## src/rtl/cmd_sequencer.sv

```systemverilog
// Command sequencer: issues commands CMD_FIRST..CMD_LAST in rotation, waits for each ack, then idles for a gap.
// Optional ready-wait timeout compiled in with `define CMD_SEQ_TIMEOUT_EN.
module cmd_sequencer #(
  parameter int CMD_W          = 2,
  parameter int CMD_FIRST      = 0,
  parameter int CMD_LAST       = 3,
  parameter int GAP_CYCLES     = 25000000,
  parameter int TIMER_W        = 25,
  parameter int TIMEOUT_CYCLES = 1000
) (
  input  logic             clk,
  input  logic             rst,
  input  logic             enable,
  input  logic             ready_command,
  output logic [CMD_W-1:0] command,
  output logic             start,
  output logic             busy,
  output logic [15:0]      cmd_count,
  output logic             timeout
);

  typedef enum logic [1:0] {IDLE, SEND, WAIT_RDY, GAP} state_t;

  localparam logic [CMD_W-1:0]   CMD_FIRST_V = CMD_W'(CMD_FIRST);
  localparam logic [CMD_W-1:0]   CMD_LAST_V  = CMD_W'(CMD_LAST);
  localparam logic [TIMER_W-1:0] GAP_LOAD    = TIMER_W'(GAP_CYCLES - 1);
  localparam logic [TIMER_W-1:0] WAIT_LAST   = TIMER_W'(TIMEOUT_CYCLES - 1);

  state_t             state_q, state_d;
  logic [CMD_W-1:0]   command_q, command_d;
  logic [15:0]        count_q, count_d;
  logic [TIMER_W-1:0] timer_q, timer_d;
  logic               start_q, start_d;
  logic               busy_q, busy_d;
  logic               wait_expired;

`ifdef CMD_SEQ_TIMEOUT_EN
  logic timeout_q, timeout_d;
  assign timeout = timeout_q;
`else
  assign timeout = 1'b0;
`endif

  // The timer counts ready-wait cycles in both builds (saturating);
  // only the timeout action depends on the feature.
  assign wait_expired = (timer_q == WAIT_LAST);

  always_comb begin
    state_d   = state_q;
    command_d = command_q;
    count_d   = count_q;
    timer_d   = timer_q;
`ifdef CMD_SEQ_TIMEOUT_EN
    timeout_d = 1'b0;
`endif
    case (state_q)
      IDLE: begin
        timer_d = '0;
        if (enable) state_d = SEND;
      end
      SEND: begin
        timer_d = '0;
        state_d = WAIT_RDY;
      end
      WAIT_RDY: begin
        if (ready_command) begin
          state_d   = GAP;
          count_d   = count_q + 16'd1;
          command_d = (command_q == CMD_LAST_V) ? CMD_FIRST_V : command_q + CMD_W'(1);
          timer_d   = GAP_LOAD;
        end
`ifdef CMD_SEQ_TIMEOUT_EN
        else if (wait_expired) begin
          // Same command is re-issued after the gap.
          state_d   = GAP;
          timeout_d = 1'b1;
          timer_d   = GAP_LOAD;
        end
`endif
        else if (!wait_expired) begin
          timer_d = timer_q + TIMER_W'(1);
        end
      end
      GAP: begin
        if (timer_q == '0) state_d = enable ? SEND : IDLE;
        else               timer_d = timer_q - TIMER_W'(1);
      end
      default: state_d = IDLE;
    endcase
    start_d = (state_d == SEND);
    busy_d  = (state_d != IDLE);
  end

  always_ff @(posedge clk or posedge rst) begin
    if (rst) begin
      state_q   <= IDLE;
      command_q <= CMD_FIRST_V;
      count_q   <= '0;
      timer_q   <= '0;
      start_q   <= 1'b0;
      busy_q    <= 1'b0;
`ifdef CMD_SEQ_TIMEOUT_EN
      timeout_q <= 1'b0;
`endif
    end else begin
      state_q   <= state_d;
      command_q <= command_d;
      count_q   <= count_d;
      timer_q   <= timer_d;
      start_q   <= start_d;
      busy_q    <= busy_d;
`ifdef CMD_SEQ_TIMEOUT_EN
      timeout_q <= timeout_d;
`endif
    end
  end

  assign command   = command_q;
  assign start     = start_q;
  assign busy      = busy_q;
  assign cmd_count = count_q;

endmodule

```

## config.mk

```make
export PLATFORM = sky130hd
export DESIGN_NAME = cmd_sequencer
export DESIGN_NICKNAME = d
export VERILOG_FILES = /design/src/rtl/cmd_sequencer.sv
export SDC_FILE = /design/constraint.sdc
export NUM_CORES = 1
export LEC_CHECK = 0
export BUFFER_PORTS_ARGS = -buffer_cell sky130_fd_sc_hd__buf_2
export CAP_MARGIN = 5
export CORE_MARGIN = 2
export CORE_UTILIZATION = 35
export DETAILED_ROUTE_END_ITERATION = 12
export PLACE_DENSITY = 0.58
export REMOVE_ABC_BUFFERS = 1
export SYNTH_ARGS = -nofsm -noshare
export SYNTH_HDL_FRONTEND = slang
export SYNTH_SLANG_ARGS = --single-unit
```

## constraint.sdc

```tcl
create_clock -name clk -period 6.25 [get_ports clk]
set_input_delay 0.625 -clock clk [delete_from_list [all_inputs] [get_ports clk]]
set_output_delay 0.625 -clock clk [all_outputs]
set_load 0.005 [all_outputs]
```

Word level (Yosys, flattened, before mapping). Cells that the tools add are included.

Bits in registers: 47. Input port bits: 4. Output and inout bits: 21. Logic and storage cells: 34.

$add $sub $neg: 4. Equality and inequality tests: 8. Mux-type cells: 10. Reductions and logical operators: 6.

Operator list (number): 2-to-1 mux 25 bit (3); case mux 25 bit (3 select lines) (1); adder 25 x 1 -> 25 bit, second input constant (1); equality test 25 x 10 -> 1 bit, second input constant (1); zero test 25 bit (1); subtractor 25 x 1 -> 25 bit, second input constant (1); adder 16 x 1 -> 16 bit, second input constant (1); 2-to-1 mux 2 bit (4); case mux 2 bit (4 select lines) (1); equality test 2 bit, second input constant (3); equality test 2 x 1 -> 1 bit, second input constant (2); AND reduction 2 bit (2); inequality test 3 bit, second input constant (1); adder 2 x 1 -> 2 bit, second input constant (1); zero test 2 bit (1); inequality test 2 bit, second input constant (1); nonzero test 2 bit (1); OR reduction 2 bit (1); 2-to-1 mux 1 bit (1).

Depth between registers and ports, before layout.
Depth after elaboration: 4. Mapped depth: 8. Gate-level depth less buffers: 8.

Worst setup path after synthesis. Ideal clock, no wire load.

Kind: flip-flop to flip-flop. Start: register timer_q[0]. End: register busy_q (netlist: busy). Setup time: 0.139 ns. Data arrival time: 2.199 ns. Data required time: 6.111 ns. Slack: 3.912 ns. Stages on the path, launching flop included: 9. Buffers on the path: 0. Path through: dfrtp_1 > inv_1 > ha_1 > or4b_1 > nor3_4 > and3_1 > nand2_1 > o41ai_2 > o21ai_1.

Cells in the longest elaborated chain, start to end: 4.

RTL lines: start, declared (RTL line 32) `logic [TIMER_W-1:0] timer_q, timer_d;`; start signal, assigned (RTL line 109) `timer_q <= timer_d;`; zero test 25 bit (RTL line 85) `if (timer_q == '0) state_d = enable ? SEND : IDLE;`; 2-to-1 mux 2 bit (RTL line 85); case mux 2 bit (4 select lines) (RTL line 56) `case (state_q)`; nonzero test 2 bit (RTL line 91) `busy_d = (state_d != IDLE);`; via busy_d (RTL line 34) `logic busy_q, busy_d;`; end signal, assigned (RTL line 111) `busy_q <= busy_d;`; end, declared (RTL line 34).

The timed path passes the listed nets, and every way through them passes these cells. A chain may end at the register's enable or synchronous reset.

Worst setup path after layout. Ends and elaborated chain as after synthesis.

==> reports/results.txt <==
Most Crowded Layer GR = met2
maximum clock frequency = 331.5 MHz
# hold bufs at CTS = 0
Post-Synth Simple-Gate Area = 29.05%
CP max FO = 9
multi-input logic area = 1699 sq um
largest net degree at the start of global routing = 48
Net Sw Frac = 39.90%
first-pass GRT wire length = 13550 microns
status = finished, final reports clean
total number of vias = 2816
total grt overflow = 0
GRT Util Overall = 17.26%
Psw = 0.0004290 W
min Tclk post-route = 3.017 ns
Util after Layout = 38.44%
count leader, synth = dfrtp_1
Root Driver = clkbuf_8
CTS tree = built
Final Hold Fails = 0
critical path capture point type = flop
DRT Pass-1 Iters = 5
layout cells sized above 1 = 13.26%
ys async rst share = 100.0%
Compound-Gate Fraction of Synth Area = 18.48%
cell count after synthesis = 348
Max VDD drop = 0.0001131 V
Comb power frac = 27.2%
Commonest cells post-synth = dfrtp_1 (47), nand2_1 (38), nor2_1 (27), nor3_1 (17), xnor2_1 (17)
number of synthesized flops with an enable pin = 0
worst-margin pin slew = 0.9971 ns
die area = 9490 sq um
P_int = 0.0006462 W
setup TNS = 0 ns
Synth Area per Inst = 8.776 sq um
largest family of logic cells by synthesized area = simple AND/OR/NAND/NOR gates
Die H = 97.42 microns
final setup violation count = 0
worst path arrival time = 3.19 ns
Slew HR = 33.43%
final net count = 369
Worst Skew = 0.008128 ns
vias in the first global route = 2603
die width = 97.42 microns
Syn Std Cell Area = 3054 sq um
Final ANT Viol Nets = 0
Sequential Area = 1176 sq um
met3 global-route usage = 2.878%
mux cell area share after synthesis = 0.3277%
GR Util met1 = 24.78%
Cell Pwr Density = 325.5 nW/um^2
# clock sinks = 47
area share of fa/ha/maj cells after synthesis = 1.639%
vias per cell = 5.991
hold path start = cmd_count[15]$_DFFE_PP0P_
required time of the critical path = 6.42 ns
final cell count without fillers = 470
post-CTS setup buffer count = 0
unique cell type count in the Yosys netlist = 68
num rows = 34
# resized after CTS = 0
Core Footprint = 8593 sq um
Max clock buf depth = 2
Residual DRC = 0
Reg clk slew, reported paths = 0.09 ns
GRT met2 Usage = 26.37%
Seq/Total Area, Yosys = 38.51%
period utilisation layout = 48.27%
Avg WL per Cell = 17.24 microns
Overall Power = 0.001075 W
ys flop type = dfrtp_1
crit start category = flop
Pleak = 1.332 nW
starting density of the core = 35.54%
r2r startpoint = timer_q[0]$_DFFE_PP0P_
Fill cells = 868
MaxCap Viol Count = 0
clk_lat worst skew = 0.31 ns
Clock power frac = 22.9%
DRT iter0 DRCs = 276
Seq cells post-synth = 47
Hold/Removal Path Class = flop to flop
antenna violations before repair = 0
Final GP Congestion = 0.9129
antenna cells = 0
synth top area cells = dfrtp_1 (39%), xnor2_1 (4.9%), nand2_1 (4.7%), nor2_1 (3.3%), nand4_1 (3.1%)
CP Class = flop to flop
Yosys warning count = 0
Post-Synth XOR/XNOR Area = 6.022%
WL final = 8103 microns
number of H-tree levels = 2
hpwl dp = 5566 microns
sequential share of power = 49.9%
Yosys top cell area share = 38.51%
max-slew violations = 0
Inst Count DP = 462
synthesis-to-finish area growth = 8.152%
boundary pin count = 25
Synth area leader = dfrtp_1
Num CTS Buffers = 5
port bufs = 23
crit path from = timer_q[0]$_DFFE_PP0P_
unrepaired setup endpoints after global routing = false
-- final cells by class --
| cell class | count | share of cell area (%) |
|---|---|---|
| multi-input combinational | 270 | 51.44 |
| sequential | 47 | 35.61 |
| tap | 108 | 4.091 |
| timing repair buffer | 24 | 3.712 |
| clock buffer | 6 | 2.500 |
| inverter | 13 | 1.477 |
| clock inverter | 2 | 1.174 |
-- final timing paths --
| kind | cells past startpoint | slack (ns) | endpoint |
|---|---|---|---|
| max reg2reg | 8 | 3.23 | busy$_DFF_PP0_ |
| max | 8 | 3.23 | busy$_DFF_PP0_ |
| max in group asynchronous | 2 | 5.08 | timer_q[14]$_DFFE_PP0P_ |
| min in group asynchronous | 2 | 0.54 | cmd_count[7]$_DFFE_PP0P_ |
| min reg2reg | 1 | 0.47 | cmd_count[15]$_DFFE_PP0P_ |
| min | 1 | 0.47 | cmd_count[15]$_DFFE_PP0P_ |
-- cell families after synthesis --
| kind of cell | count (synthesis) |
|---|---|
| simple gates | 161 |
| compound gates | 82 |
| flops | 47 |
| buf+inv | 31 |
| xor+xnor | 21 |
| fa+ha+maj | 4 |
| other cells | 1 |
| mux | 1 |
-- worst max-delay path, cell delays in order, from the launching register on --
cell and delay, ns:
dfrtp_1 0.47, inv_1 0.14, ha_1 0.38, or4b_1 0.57, nor3_4 0.37, and3_1 0.29, nand2_1 0.10, o41ai_2 0.40
o21ai_1 0.15
-- per-stage QoR --
step	setup slack [ns]	hold slack, ns	cell area (sq um)
floorplan	3.891	0.4647	2924
global placement	3.346	0.4561	3182
detailed placement	3.315	0.4590	3182
CTS	3.289	0.4746	3303
global route	3.070	0.5073	3303
finish	3.233	0.4703	3303
-- layer usage --
metal | share of wire (%) | wire length (microns)
met1 | 47 | 3813
met2 | 46 | 3732
met3 | 5.7 | 460
met4 | 1.2 | 97
met5 | 0 | 0
-- power by group through the flow --
| stage | Sequential (W) | Clock (W) | Combinational, W |
|---|---|---|---|
| 6_report | 0.000537 | 0.000246 | 0.000293 |
| 5_1_grt | 0.000555 | 0.000265 | 0.000331 |
| 4_1_cts | 0.000530 | 0.000252 | 0.000289 |
| 3_5_place_dp | 0.000535 | 0 | 0.000290 |
| 3_3_place_gp | 0.000535 | 0 | 0.000284 |
| 2_1_floorplan | 0.000493 | 0 | 0.000231 |
-- sequential cells by signal, summed over array words and instances, names as in the netlist --
| signal | cells |
|---|---|
| timer_q | 25 |
| start | 1 |
| busy | 1 |
| state_q | 2 |
| command | 2 |
| cmd_count | 16 |
-- layout by cell type, fill, tap and decap left out, types with 5 or more instances in the layout --
cell,count
o21ai_0,16
nand2b_1,5
o22ai_1,5
inv_1,12
nand4_1,15
a21oi_1,13
and4_1,5
xnor2_1,17
nor4_1,7
nand3_1,15
clkbuf_8,6
buf_2,23
o31ai_1,6
a31oi_1,13
nor2_1,27
dfrtp_1,47
nor3_1,17
nand2_1,38
Power figures use the tool's default switching activity.
